$ cat src/rtl/trap_ctrl_pkg.sv
// ------------------------------------------------------------------------
// trap_ctrl_pkg : SYSTEM decode constants, trap cause codes, FSM encoding.
// Rev 1.0
// ------------------------------------------------------------------------
`default_nettype none

package trap_ctrl_pkg;

  localparam logic [4:0]  OP_SYSTEM   = 5'b11100;
  localparam logic [2:0]  F3_PRIV     = 3'b000;
  // ir[21] separates MRET (1) from ECALL (0) inside the privileged group
  localparam int          MRET_BIT    = 21;

  localparam logic [31:0] CAUSE_ECALL = 32'h0000000B;
  localparam logic [31:0] CAUSE_MTI   = 32'h80000007;

  typedef enum logic [1:0] {
    S_IDLE     = 2'd0,
    S_FLUSH    = 2'd1,
    S_DRAIN    = 2'd2,
    S_REDIRECT = 2'd3
  } state_t;

endpackage

`default_nettype wire

$ cat src/rtl/trap_ctrl_timer_cmp.sv
// ------------------------------------------------------------------------
// trap_ctrl_timer_cmp : mtimecmp register, arm flag, wrap-safe compare.
// Rev 1.0
// ------------------------------------------------------------------------
`default_nettype none

module trap_ctrl_timer_cmp #(
  parameter logic [31:0] TIMECMP_RST = 32'hFFFFFFFF
) (
  input  logic        clk,
  input  logic        rst_n,
  input  logic [31:0] mcycle,
  input  logic        cmp_we,
  input  logic [31:0] cmp_wdata,
  input  logic        mie,
  input  logic        take,
  output logic        irq_pend
);

  logic [31:0] mtimecmp;
  logic        armed;
  logic [31:0] delta;

  // A fresh compare write re-arms even if an interrupt is taken that cycle
  always_ff @(posedge clk or negedge rst_n) begin
    if (!rst_n) begin
      mtimecmp <= TIMECMP_RST;
      armed    <= 1'b0;
    end else if (cmp_we) begin
      mtimecmp <= cmp_wdata;
      armed    <= 1'b1;
    end else if (take) begin
      armed    <= 1'b0;
    end
  end

  // Sign of the difference survives mcycle wrapping past zero
  assign delta    = mcycle - mtimecmp;
  assign irq_pend = armed && mie && !delta[31];

endmodule

`default_nettype wire

$ cat src/rtl/trap_ctrl.sv
// ------------------------------------------------------------------------
// trap_ctrl : ECALL/MRET/timer trap sequencer (flush, drain, redirect).
// Rev 1.0
// ------------------------------------------------------------------------
`default_nettype none

module trap_ctrl
  import trap_ctrl_pkg::*;
#(
  parameter logic [31:0] BOOT        = 32'h00000000,
  parameter logic [31:0] TIMECMP_RST = 32'hFFFFFFFF
) (
  input  logic        clk,
  input  logic        rst_n,
  input  logic        ir_valid,
  input  logic [31:0] ir,
  input  logic [31:0] pc,
  input  logic [31:0] mtvec,
  input  logic [31:0] mepc,
  input  logic [31:0] mcycle,
  input  logic        cmp_we,
  input  logic [31:0] cmp_wdata,
  input  logic        drain_done,
  input  logic        redirect_ready,
  output logic        busy,
  output logic        flush,
  output logic        redirect_valid,
  output logic [31:0] redirect_pc,
  output logic        trap_we,
  output logic [31:0] trap_epc,
  output logic [31:0] trap_cause,
  output logic        mie
);

  state_t      state;
  logic [31:0] target;
  logic [31:0] last_pc;
  logic        is_sys;
  logic        do_ecall;
  logic        do_mret;
  logic        irq_pend;
  logic        take_irq;

  assign is_sys   = (ir[6:2] == OP_SYSTEM) && (ir[14:12] == F3_PRIV);
  assign do_ecall = (state == S_IDLE) && ir_valid && is_sys && (ir[MRET_BIT] == 1'b0);
  assign do_mret  = (state == S_IDLE) && ir_valid && is_sys && (ir[MRET_BIT] == 1'b1);
  // An instruction event in the same cycle wins; the interrupt stays pending
  assign take_irq = (state == S_IDLE) && irq_pend && !do_ecall && !do_mret;

  trap_ctrl_timer_cmp #(
    .TIMECMP_RST (TIMECMP_RST)
  ) u_timer_cmp (
    .clk       (clk),
    .rst_n     (rst_n),
    .mcycle    (mcycle),
    .cmp_we    (cmp_we),
    .cmp_wdata (cmp_wdata),
    .mie       (mie),
    .take      (take_irq),
    .irq_pend  (irq_pend)
  );

  always_ff @(posedge clk or negedge rst_n) begin
    if (!rst_n) begin
      state          <= S_IDLE;
      busy           <= 1'b0;
      flush          <= 1'b0;
      redirect_valid <= 1'b0;
      redirect_pc    <= BOOT;
      trap_we        <= 1'b0;
      trap_epc       <= 32'h0;
      trap_cause     <= 32'h0;
      mie            <= 1'b0;
      target         <= 32'h0;
      last_pc        <= 32'h0;
    end else begin
      if (ir_valid) last_pc <= pc;
      unique case (state)
        S_IDLE: begin
          if (do_ecall || take_irq) begin
            state      <= S_FLUSH;
            busy       <= 1'b1;
            flush      <= 1'b1;
            trap_we    <= 1'b1;
            trap_epc   <= ir_valid ? pc : last_pc;
            trap_cause <= do_ecall ? CAUSE_ECALL : CAUSE_MTI;
            target     <= mtvec & ~32'h3;
            mie        <= 1'b0;
          end else if (do_mret) begin
            state      <= S_FLUSH;
            busy       <= 1'b1;
            flush      <= 1'b1;
            target     <= mepc;
            mie        <= 1'b1;
          end
        end
        S_FLUSH: begin
          flush   <= 1'b0;
          trap_we <= 1'b0;
          state   <= S_DRAIN;
        end
        S_DRAIN: begin
          if (drain_done) begin
            state          <= S_REDIRECT;
            redirect_valid <= 1'b1;
            redirect_pc    <= target;
          end
        end
        S_REDIRECT: begin
          if (redirect_ready) begin
            state          <= S_IDLE;
            redirect_valid <= 1'b0;
            busy           <= 1'b0;
          end
        end
        default: state <= S_IDLE;
      endcase
    end
  end

endmodule

`default_nettype wire

$ cat config.mk
export PLATFORM = sky130hd
export DESIGN_NAME = trap_ctrl
export DESIGN_NICKNAME = d
export VERILOG_FILES = /design/src/rtl/trap_ctrl_pkg.sv /design/src/rtl/trap_ctrl_timer_cmp.sv /design/src/rtl/trap_ctrl.sv
export SDC_FILE = /design/constraint.sdc
export NUM_CORES = 1
export LEC_CHECK = 0
export ABC_AREA = 1
export ABC_CLOCK_PERIOD_IN_PS = 4900
export CAP_MARGIN = 20
export CORE_ASPECT_RATIO = 1.2
export CORE_MARGIN = 2
export CORE_UTILIZATION = 48
export DETAILED_ROUTE_END_ITERATION = 7
export GPL_TIMING_DRIVEN = 0
export PLACE_DENSITY = 0.93
export SLEW_MARGIN = 25
export SYNTH_ARGS = -nofsm -noshare
export SYNTH_HDL_FRONTEND = slang
export SYNTH_SLANG_ARGS = --single-unit
$ cat constraint.sdc
create_clock -name clk -period 4.9 [get_ports clk]
set_input_delay 0.98 -clock clk [delete_from_list [all_inputs] [get_ports clk]]
set_output_delay 0.98 -clock clk [all_outputs]
set_load 0.01 [all_outputs]
; Word level (Yosys, flattened, before mapping)
; Cells that the tools add are included.
[op_classes]
add_sub_neg = 1
n_eq_ne = 8
n_mux = 21
bitwise = 1
n_reduce_logical = 29
[op_table]
columns = operator, n
row1 = 32-bit 2-to-1 mux, 4
row2 = 32-bit subtractor, 1
row3 = 1-bit logical AND, 10
row4 = 2-bit AND reduction, 5
row5 = 2-bit nonzero test, 5
row6 = 3-bit AND reduction, 3
row7 = 1-bit 2-to-1 mux, 8
row8 = 2-bit 2-to-1 mux, 4
row9 = 1-bit one-hot mux with 2 select lines, 4
row10 = 2-bit one-hot mux with 4 select lines, 1
row11 = "5-bit == test, second input constant", 1
row12 = "2-bit == test, second input constant", 2
row13 = "2-bit != test, second input constant", 2
row14 = 1-bit zero test, 3
row15 = 3-bit zero test, 1
row16 = "3-bit by 2-bit != test with 1-bit output, second input constant", 1
row17 = "2-bit by 1-bit == test with 1-bit output, second input constant", 1
row18 = 2-bit zero test, 1
row19 = "2-bit by 1-bit != test with 1-bit output, second input constant", 1
row20 = 1-bit logical OR, 1
row21 = 1-bit inverter, 1
[totals]
ff_bits = 200
output_inout_bits = 101

; Depth between registers and ports, before layout
; Gate-level depths: netlist of run 1.
[logic_depth]
word_depth = 10
mapped_depth = 19

; By module
; A second synthesis of run 1 with hierarchy kept.
[hier_totals]
hier_cells = 906
hier_area_um2 = 8202.9
[by_module_without_submodules]
columns = module, n_inst, cells_per_inst, area_each_um2, seq_area_each_um2
row1 = trap_ctrl, 1, 642, 6122.1, 3453.3
row2 = trap_ctrl_timer_cmp, 1, 264, 2080.7, 865.8

; Worst setup path after synthesis of run 1
; Ideal clock, no wire load.
[synth_path]
path_type = input to register
start = input port mcycle[26]
end = register target[10]
arrival_time_ps = 2404
t_required_ps = 4783
setup_slack_ps = 2379
cell_stages = 16
path_buffers = 1
path_cell_list = ha_1 > nand2_1 > nor2_1 > nand2_2 > nor2_1 > nand2_1 > nand2_1 > nor2_2 > nand2_1 > nand2_2 > nand3_2 > nand2_4 > buf_4 > nand3_1 > o21ai_1 > inv_1
[synth_between]
elab_chain_cells = 9
word_cells_on_any_way = 10
cone_classes = 1 x add/sub / 1 x mux / 8 x reduce/logical
[synth_lines]
columns = element, line_no
row1 = start: declaration, trap_ctrl.sv:20  ; input logic [31:0] mcycle,
row2 = 32-bit subtractor *, trap_ctrl_timer_cmp.sv:38  ; assign delta = mcycle - mtimecmp;
row3 = 1-bit zero test *, trap_ctrl_timer_cmp.sv:39  ; assign irq_pend = armed && mie && !delta[31];
row4 = 1-bit logical AND *, trap_ctrl_timer_cmp.sv:39
row5 = 1-bit logical AND * (3 in series), trap_ctrl.sv:48  ; assign take_irq = (state == S_IDLE) && irq_pend && !do_ecall && !do_mret;
row6 = 1-bit logical OR *, trap_ctrl.sv:80  ; if (do_ecall || take_irq) begin
row7 = 2-bit nonzero test (no source line), -
row8 = 2-bit AND reduction (no source line), -
row9 = end signal: assignment, trap_ctrl.sv:87  ; target <= mtvec & ~32'h3;
row10 = end signal: assignment, trap_ctrl.sv:93  ; target <= mepc;
row11 = end: declaration, trap_ctrl.sv:36  ; logic [31:0] target;
; Mark *: on every way between the ends. The rest lies on a longest branch, timed or not.
; A chain may end at the register's enable or synchronous reset.

; Worst setup path in the final report of run 1
[layout_path]
start = input port mcycle[2]
end = register target[11]
; Same word-level chain as after synthesis.

==> impl_metrics.csv, run 1 <==
group,metric,value,unit
cells_and_area,multi_input_area,3060,um^2
power_and_ir_drop,total_power,4.66,mW
worst_setup_path,setup.worst_path.class,"in -> reg",
grt,grt_pass1_vias,7145,
yosys,synth_area_leaders,"dfrtp_1 (43%), nand2_1 (16%), dfstp_2 (10%)",
route,wl_per_cell,14.3,um
grt,grt_max_degree,92,
yosys,syn-instance-count,907,
cts,clock_path_buffers,2,
cts,cts_resized,0,
yosys,synthDistinctLibCells,32,
timing,finalCritPeriodShare,0.602,
route,wl_met3,1.65,mm
cells_and_area,nFillCells,1203,
power_and_ir_drop,ir_drop,0.221,mV
grt,grt-ovfl-total,0,
cts,clkTransAtPathRegs,0.07,ns
yosys,netlist.top_cell.by_area,"dfrtp_1",
yosys,async_flop_share,1.00,
yosys,synth_edf_count,0,
placed_design,port_buffers,244,
route,wl_met1,7.52,mm
timing,worst_pin_slew,0.604,ns
floorplan,start_util,0.493,
cts,clock_latency,0.42,ns
route,drt_first_pass_iters,4,
timing,rsz0062_at_grt,"no",
worst_setup_path,crit_fanout,10,
cts,numCtsBuffers,17,
timing,finalCriticalPeriod,2.95,ns
worst_setup_path,start_kind,"input pin",
timing,fmax,0.339,GHz
yosys,avgSynthCellArea,8.88,um^2
worst_hold_path,hold_path_class,"reg -> reg",
worst_setup_path,critPathTopFamily,"simple AND/OR/NAND/NOR gates",
worst_setup_path,crit_arrival,3.26,ns
yosys,ys_seq_area_frac,0.536,
cts,cts_tree,"done",
route,ant_nets,0,
timing,skew,0.0153,ns
cells_and_area,drive_above_1_share,0.140,
route,initialDrtViolationCount,226,
cts,cts_root_buffer,"clkbuf_16",
yosys,syn_area,8060,um^2
worst_setup_path,path_cells,"clkdlybuf4s50_1 -> ha_1 -> a21oi_1 -> nand2_1 -> nand2_1 -> nand2_1 -> nand2_1 -> nand2_1 -> nand2_1 -> nand2_1 -> nand2_2 -> nand3_2 -> nand2_4 -> buf_4 -> nand3_1 -> o21ai_1 -> inv_1",
route,post_drt_via_cell_ratio,4.79,
yosys,ys.flop_type,"dfrtp_1",
flow_run,maxCapViolCount,0,
yosys,yosysWarnings,0,
route,dr.max_layer_used,"met4",
timing,holdWs,0.467,ns
cts,cts_setup_buffers,0,
worst_setup_path,worst-path-buf-inv,3,
yosys,synth.top_cell.area_share,0.432,
cells_and_area,syn_to_final_growth,42.8,%
yosys,synthTopCellsByCount,"nand2_1 (354), dfrtp_1 (139), inv_1 (96)",
power_and_ir_drop,p_per_area,405,nW/um^2
cts,clock_sinks,171,
floorplan,core.rowCount,51,
grt,antenna_found_initial,0,
floorplan,dieArea,17800,um^2
cts,htreeDepth,4,
route,vias,6816,
timing,hold_viol,0,
placed_design,dp_hpwl,15.6,mm
timing,worst_slack,1.95,ns
floorplan,fp.dieH,146,um
floorplan,die_x,122,um
floorplan,ios,299,
route,wl_met2,10.6,mm
placed_design,finalWeightedCongestion,0.870,
outcome,outcome,"finished, final reports clean",
placed_design,pre_cts_slack,1.56,ns
yosys,yosysMostFrequentCell,"nand2_1",
worst_setup_path,required,5.21,ns
cells_and_area,n_antenna_cell,0,
cells_and_area,fin_nets,1429,
route,drc,0,
yosys,synth-seq-cells,171,
cells_and_area,register_area,4320,um^2
timing,setup-violations-final,0,
worst_setup_path,cpPeakStageDelay,0.41,ns
floorplan,core,16300,um^2
power_and_ir_drop,p_leak,5.93,nW
timing,relSlewSlack,0.597,
grt,gr-usage-all-layers,0.240,
cts,postCtsHoldBufs,0,
grt,grt_pass1_wl,33.6,mm
route,drt-total-wl,20.3,mm
timing,slew_violations,0,
worst_setup_path,end_kind,"flip-flop",
worst_setup_path,crit_top_cell,"nand2_1",
worst_setup_path,critPathSlowestCell,"clkdlybuf4s50_1",
registers in the layout, indices dropped and copies added (netlist names):
| register | cells |
|---|---|
| u_timer_cmp.mtimecmp | 32 |
| last_pc | 32 |
| redirect_pc | 32 |
| state | 2 |
| trap_epc | 32 |
| u_timer_cmp.armed | 1 |
| target | 32 |
| mie | 1 |
| busy | 1 |
| trap_we | 1 |
| flush | 1 |
| trap_cause | 3 |
| redirect_valid | 1 |
area by class of cell:
type                            count  share of cell area
Sequential cell                   171               0.375
Timing Repair Buffer              245               0.215
Buffer                             64              0.0353
Clock buffer                       19              0.0394
Tap cell                          212              0.0231
Inverter                           98              0.0322
Clock inverter                     13              0.0135
Multi-Input combinational cell    600               0.266
kinds of logic after synthesis:
kind of cell / synth area share
other cells: 0.000465
mux: 0.0419
buf+inv: 0.0964
flops: 0.536
fa+ha+maj: 0.0528
compound gates: 0.0491
simple gates: 0.222
xor+xnor: 0.00109
layer usage:
metal  up-vias  track usage
met2       241        0.424
met4         0        0.113
li1       3354            -
met5         -            0
met1      3182        0.256
met3        39       0.0733
power by group:
part,total [mW],leakage [nW],switching [mW],internal [mW]
registers,1.96,2.16,0.190,1.77
clock network,1.37,0.290,0.579,0.792
logic,1.32,3.47,0.600,0.723
metrics by stage:
step                      area (um^2)  TNS, ns  instances  utilization
final                           11500        0       1422        0.704
after floorplan                  8160        0        933            -
after CTS                       11500        0       1422        0.704
after global routing            11500        0       1422        0.704
after global placement          10900  -579.16       1389        0.665
after detailed placement        10900        0       1390        0.667
final timing paths:
| kind | startpoint | to | slack [ns] | cells after the start |
|---|---|---|---|---|
| worst max-delay path | mcycle[2] | target[11]$_DFFE_PN0P_ | 1.95 | 17 |
| worst min-delay path | last_pc[0]$_DFF_PN0_ | last_pc[0]$_DFF_PN0_ | 0.47 | 2 |
| worst max register to register | u_timer_cmp.mtimecmp[14]$_DFFE_PN1P_ | target[11]$_DFFE_PN0P_ | 2.38 | 16 |
| worst min register to register | last_pc[0]$_DFF_PN0_ | last_pc[0]$_DFF_PN0_ | 0.47 | 2 |
| max in group asynchronous | rst_n | last_pc[26]$_DFF_PN0_ | 3.52 | 2 |
| min in group asynchronous | rst_n | target[0]$_DFFE_PN0P_ | 0.53 | 1 |
worst register-to-register path: cells and delay by family (launching register included):
family / cells / cell delay [ns]
and+or+nand+nor: 11 / 1.15
DFF: 1 / 0.51
buffers and inverters: 3 / 0.34
adders and majority gates: 1 / 0.30
AOI/OAI and AO/OA: 1 / 0.12
placed cells by master, fill, tap and decap left out, drive strengths merged, types with 8 or more instances in the layout:
| cell | netlist | routed |
|---|---|---|
| a21oi | 8 | 8 |
| buf | 48 | 50 |
| clkbuf | 16 | 35 |
| clkdlybuf4s50 | 0 | 243 |
| conb | 1 | 27 |
| dfrtp | 139 | 139 |
| dfstp | 32 | 32 |
| ha | 34 | 34 |
| inv | 98 | 104 |
| mux2 | 30 | 30 |
| nand2 | 368 | 368 |
| nand3 | 41 | 41 |
| nor2 | 10 | 10 |
| o21ai | 71 | 71 |
Note: power is estimated with default switching activity, not from simulation.
==> run 2, diff against run 1 <==
--- a/config.mk
+++ b/config.mk
@@ -6,14 +6,14 @@
 export NUM_CORES = 1
 export LEC_CHECK = 0
 export ABC_AREA = 1
-export ABC_CLOCK_PERIOD_IN_PS = 4900
+export ABC_CLOCK_PERIOD_IN_PS = 3100
 export CAP_MARGIN = 20
 export CORE_ASPECT_RATIO = 1.2
 export CORE_MARGIN = 2
-export CORE_UTILIZATION = 48
+export CORE_UTILIZATION = 45
 export DETAILED_ROUTE_END_ITERATION = 7
 export GPL_TIMING_DRIVEN = 0
-export PLACE_DENSITY = 0.93
+export PLACE_DENSITY = 0.88
 export SLEW_MARGIN = 25
 export SYNTH_ARGS = -nofsm -noshare
 export SYNTH_HDL_FRONTEND = slang
==> constraint.sdc (replaced) <==
create_clock -name clk -period 3.1 [get_ports clk]
set_input_delay 0.62 -clock clk [delete_from_list [all_inputs] [get_ports clk]]
set_output_delay 0.62 -clock clk [all_outputs]
set_load 0.01 [all_outputs]
==> run 2 against run 1 <==
- sequential share of layout area grew 0.090 points
- non-clock buffer count is the same
- utilization shrank 4.9 points
- final area shrank 0.24%
- combinational power grew 57%
- die area grew 6.5%
- register-to-register slack lost 1.7 ns
- setup slack lost 1.4 ns
==> impl_metrics.csv, run 2 (synthesis gave the netlist of run 1 again) <==
group,metric,value,unit
outcome,outcome,"finished, final reports clean",
placed_design,place_area,10900,um^2
cts,cts_resized,0,
cts,htreeDepth,4,
worst_setup_path,start_kind,"input pin",
cells_and_area,fin_nets,1429,
cts,clock_path_buffers,2,
cells_and_area,final_util,0.656,
worst_setup_path,worst-path-buf-inv,4,
timing,hold_viol,0,
floorplan,fp.dieH,151,um
grt,grt_pass1_vias,6764,
cts,clock_latency,0.42,ns
cells_and_area,drive_above_1_share,0.140,
timing,finalCritPeriodShare,0.818,
route,post_drt_via_cell_ratio,4.70,
floorplan,dieArea,19000,um^2
cts,clock_sinks,171,
timing,relSlewSlack,0.523,
worst_setup_path,required,3.41,ns
power_and_ir_drop,power_frac_seq,0.430,
worst_setup_path,cpPeakStageDelay,0.42,ns
worst_setup_path,path_cells,"clkdlybuf4s50_1 -> ha_1 -> nand2_1 -> inv_1 -> a21oi_1 -> nand2_1 -> nand2_1 -> nand2_1 -> nand2_1 -> nand2_1 -> nand2_2 -> nand3_2 -> nand2_4 -> buf_4 -> nand3_1 -> o21ai_1 -> inv_1",
timing,rsz0062_at_grt,"no",
worst_setup_path,rrSetupSlack,0.65,ns
worst_setup_path,critPathSlowestCell,"clkdlybuf4s50_1",
timing,fmax,0.394,GHz
worst_hold_path,hold_path_class,"in -> async",
flow_run,maxCapViolCount,0,
placed_design,dp_hpwl,15.5,mm
power_and_ir_drop,pwr-share-clk,0.282,
cells_and_area,mostFrequentLayoutCell,"nand2_1",
floorplan,ios,299,
worst_setup_path,r2r-start,"u_timer_cmp.mtimecmp[6]$_DFFE_PN1P_",
grt,grt_pass1_wl,32.1,mm
cts,cts_root_buffer,"clkbuf_16",
worst_setup_path,critPathTopFamily,"simple AND/OR/NAND/NOR gates",
cells_and_area,final_area,11500,um^2
route,drt_first_pass_iters,4,
timing,holdWs,0.163,ns
cts,cts_tree,"done",
route,ant_nets,0,
timing,skew,0.00991,ns
power_and_ir_drop,p_leak,5.91,nW
power_and_ir_drop,ir_drop,0.386,mV
grt,grt_max_degree,98,
power_and_ir_drop,internal_power,5.03,mW
floorplan,core.rowCount,53,
route,vias,6718,
route,drc,0,
timing,worst_pin_slew,0.716,ns
worst_setup_path,crit_fanout,10,
worst_setup_path,crit_start,"mcycle[6]",
cells_and_area,syn_to_final_growth,42.4,%
placed_design,port_buffers,244,
cts,numCtsBuffers,17,
timing,slew_violations,0,
grt,antenna_found_initial,1,
cts,clkTransAtPathRegs,0.07,ns
floorplan,die_x,126,um
power_and_ir_drop,swShare,0.302,
route,wl_per_cell,13.9,um
cells_and_area,n_antenna_cell,0,
floorplan,start_util,0.460,
grt,grt-ovfl-total,0,
worst_setup_path,end_kind,"flip-flop",
grt,gr-usage-all-layers,0.213,
floorplan,core,17500,um^2
route,initialDrtViolationCount,293,
power_and_ir_drop,p_sw,2.18,mW
timing,finalCriticalPeriod,2.54,ns
worst_setup_path,crit_arrival,2.84,ns
cts,postCtsHoldBufs,0,
timing,setup-violations-final,0,
worst_setup_path,crit_top_cell,"nand2_1",
worst_setup_path,setup.worst_path.class,"in -> reg",
route,drt-total-wl,19.9,mm
placed_design,finalWeightedCongestion,0.832,
power_and_ir_drop,p_per_area,628,nW/um^2
cts,cts_setup_buffers,0,
cells_and_area,mostFrequentLayoutCells,"nand2_1 (354), clkdlybuf4s50_1 (243), dfrtp_1 (139)",
power_and_ir_drop,combPwrFrac,0.288,
[run 2: worst reg2reg max path: stages (launching register included)]
cell	delay, ns
dfstp_2	0.52
inv_1	0.04
ha_1	0.29
nand2_1	0.09
inv_1	0.04
a21oi_1	0.13
nand2_1	0.07
nand2_1	0.05
nand2_1	0.07
nand2_1	0.11
nand2_1	0.07
nand2_2	0.10
nand3_2	0.13
nand2_4	0.16
buf_4	0.20
nand3_1	0.12
o21ai_1	0.11
inv_1	0.06
[run 2: path summary, 6_finish.rpt]
path / end / depth (start not counted)
worst max-delay path: target[20]$_DFFE_PN0P_ / 17
worst min-delay path: u_timer_cmp.armed$_DFFE_PN0P_ / 1
worst max register to register: target[20]$_DFFE_PN0P_ / 17
worst min register to register: last_pc[3]$_DFF_PN0_ / 2
max in group asynchronous: trap_epc[26]$_DFFE_PN0P_ / 2
min in group clk: last_pc[3]$_DFF_PN0_ / 2
[run 2: through the flow]
step,instances,setup slack (ns),TNS [ns],power (mW)
final,1430,0.564,0,7.21
after global routing,1430,0.366,0,7.62
after CTS,1430,0.562,0,7.28
after detailed placement,1398,0.124,0,5.22
after global placement,1397,-5.34,-842.47,5.10
after floorplan,933,0.939,0,4.07
[run 2: power by group through the flow]
stage          combinational (mW)  clock, mW  sequential (mW)
3_5_place_dp                 2.09          0             3.13
4_1_cts                      2.10       2.09             3.10
2_1_floorplan               0.879          0             3.19
5_1_grt                      2.29       2.17             3.16
3_3_place_gp                 2.00          0             3.10
6_report                     2.07       2.03             3.10
[run 2: cell type report]
cell class / count / area, um^2
buffer: 64 / 407
clock buffer: 18 / 439
clock inverter: 14 / 131
fill: 1398 / 6030
inverter: 98 / 370
multi-input combinational: 600 / 3060
sequential: 171 / 4320
tap: 220 / 275
timing repair buffer: 245 / 2470
[run 2: layer usage]
metal,global-route usage,vias up,wire length (um)
met5,0,-,8
met4,0.0819,2,476
met3,0.0633,31,1340
met2,0.378,199,10100
met1,0.241,3145,7920
li1,-,3341,-
==> run 3, diff against run 2 <==
--- a/config.mk
+++ b/config.mk
@@ -6,7 +6,7 @@
 export NUM_CORES = 1
 export LEC_CHECK = 0
 export ABC_AREA = 1
-export ABC_CLOCK_PERIOD_IN_PS = 3100
+export ABC_CLOCK_PERIOD_IN_PS = 2400
 export CAP_MARGIN = 20
 export CORE_ASPECT_RATIO = 1.2
 export CORE_MARGIN = 2
==> constraint.sdc (replaced) <==
create_clock -name clk -period 2.4 [get_ports clk]
set_input_delay 0.48 -clock clk [delete_from_list [all_inputs] [get_ports clk]]
set_output_delay 0.48 -clock clk [all_outputs]
set_load 0.01 [all_outputs]
==> run 3 against run 2 <==
- critical path depth did not move
- final cell count rose by 0.42%
- die area unchanged
- final area rose by 6.9%
- register-to-register slack got worse by 0.61 ns
- combinational power increased by 42%
- non-clock buffer count up 5
- highest routed layer unchanged
==> impl_metrics.csv, run 3 (synthesis gave the netlist of run 1 again) <==
group,metric,value,unit
placed_design,dp_hpwl,15.5,mm
worst_setup_path,end_kind,"flip-flop",
floorplan,die_x,126,um
floorplan,start_util,0.460,
grt,grt_pass1_wl,32.2,mm
power_and_ir_drop,total_power,9.63,mW
worst_setup_path,required,2.71,ns
grt,antenna_found_initial,1,
floorplan,dieArea,19000,um^2
timing,worst_pin_slew,0.729,ns
route,ant_nets,0,
worst_setup_path,setup.worst_path.class,"in -> reg",
power_and_ir_drop,swShare,0.313,
floorplan,core,17500,um^2
timing,finalCriticalPeriod,2.38,ns
power_and_ir_drop,power_frac_seq,0.419,
worst_setup_path,path_cells,"clkdlybuf4s50_1 -> ha_4 -> nand2_1 -> nor2_4 -> nand2_4 -> inv_2 -> nand2_2 -> nand3_2 -> nor2_4 -> nand2_2 -> nand2_4 -> nand3_4 -> nand2_8 -> clkbuf_16 -> nand3_2 -> o21ai_1 -> inv_1",
cells_and_area,mostFrequentLayoutCell,"nand2_1",
worst_setup_path,crit_arrival,2.70,ns
worst_setup_path,critPathSlowestCell,"clkdlybuf4s50_1",
cts,htreeDepth,4,
cells_and_area,mostFrequentLayoutCells,"nand2_1 (337), clkdlybuf4s50_1 (240), dfrtp_1 (139)",
placed_design,dp_cells,1398,
cells_and_area,n_antenna_cell,0,
timing,skew,0.0122,ns
route,wl_per_cell,15.6,um
timing,finalCritPeriodShare,0.993,
timing,hold_viol,0,
power_and_ir_drop,pwr-share-clk,0.276,
grt,grt-ovfl-total,0,
placed_design,pre_cts_slack,-0.436,ns
cts,cts_tree,"done",
cts,clock_latency,0.42,ns
cells_and_area,finalNonFillerCells,1436,
timing,rsz0062_at_grt,"yes",
route,post_drt_via_cell_ratio,4.85,
cts,clkTransAtPathRegs,0.07,ns
grt,gr-usage-all-layers,0.213,
floorplan,fp.dieH,151,um
power_and_ir_drop,ir_drop,0.507,mV
timing,slew_violations,0,
power_and_ir_drop,p_per_area,785,nW/um^2
route,drt_first_pass_iters,4,
power_and_ir_drop,p_leak,6.07,nW
cts,clock_sinks,171,
power_and_ir_drop,internal_power,6.61,mW
cells_and_area,nFillCells,1238,
cells_and_area,syn_to_final_growth,52.2,%
worst_setup_path,worst-path-buf-inv,4,
timing,worst_slack,0.0161,ns
route,vias,6966,
worst_setup_path,crit_fanout,7,
floorplan,core.rowCount,53,
route,initialDrtViolationCount,341,
cts,clock_path_buffers,2,
cts,cts_root_buffer,"clkbuf_16",
route,drc,0,
timing,relSlewSlack,0.514,
worst_setup_path,cpPeakStageDelay,0.51,ns
flow_run,maxCapViolCount,0,
timing,fmax,0.419,GHz
grt,grt_max_degree,98,
worst_setup_path,start_kind,"input pin",
cts,postCtsHoldBufs,0,
floorplan,ios,299,
power_and_ir_drop,p_sw,3.01,mW
cts,numCtsBuffers,17,
cells_and_area,drive_above_1_share,0.230,
timing,setup-violations-final,0,
power_and_ir_drop,combPwrFrac,0.305,
outcome,outcome,"finished, final reports clean",
route,drt-total-wl,22.5,mm
placed_design,port_buffers,244,
placed_design,finalWeightedCongestion,0.832,
worst_setup_path,critPathTopFamily,"simple AND/OR/NAND/NOR gates",
cells_and_area,fin_nets,1435,
grt,grt_pass1_vias,6763,
worst_hold_path,hold_path_class,"in -> async",
run 3: layout make-up:
type,instances,area (um^2),area share
well taps,220,275,0.0224
inverters,98,370,0.0302
flip-flops and latches,171,4320,0.352
clock inverters,14,131,0.0107
multi-input cells,601,3700,0.302
clock buffers,18,439,0.0358
plain buffers,64,452,0.0368
repair buffers,250,2580,0.210
run 3: worst paths after layout:
path | to | depth (start not counted) | startpoint | slack, ns
max | target[6]$_DFFE_PN0P_ | 17 | mcycle[29] | 0.02
min | u_timer_cmp.armed$_DFFE_PN0P_ | 1 | rst_n | 0.02
max reg2reg | target[6]$_DFFE_PN0P_ | 17 | u_timer_cmp.mtimecmp[29]$_DFFE_PN1P_ | 0.04
min reg2reg | last_pc[3]$_DFF_PN0_ | 2 | last_pc[3]$_DFF_PN0_ | 0.47
max in group asynchronous | last_pc[14]$_DFF_PN0_ | 2 | rst_n | 1.52
min in group clk | last_pc[31]$_DFF_PN0_ | 3 | ir_valid | 0.42
run 3: per-layer routing:
metal  vias to the layer above  global-route usage  part of all wire
li1                       3366                   -                 -
met3                        46              0.0633             0.065
met1                      3320               0.242              0.38
met5                         -                   0           0.00036
met4                         2              0.0791             0.027
met2                       232               0.380              0.53
run 3: through the flow:
step                      instance area [um^2]  hold slack [ns]   util  setup TNS [ns]
after floorplan                           8160            0.184      -               0
after detailed placement                 10900            0.456  0.623          -22.19
after CTS                                11500           0.0421  0.657               0
after global placement                   10900            0.450  0.621         -957.35
after global routing                     12300           0.0654  0.701           -1.47
final                                    12300           0.0158  0.701               0
run 3: power groups by stage:
stage               sequential (mW)  clock (mW)  combinational (mW)
detailed placement             4.04           0                2.70
global placement               4.00           0                2.59
finish                         4.04        2.65                2.93
CTS                            4.00        2.70                2.72
global route                   4.11        2.81                3.21
floorplan                      4.12           0                1.13
run 3: what timing repair did:
action / CTS / global route
gates cloned: 0 / 4
buffers inserted: 1 / 1
endpoints found under the setup margin: 13 / 68
resized for setup: 5 / 137
pin swaps: 1 / 36
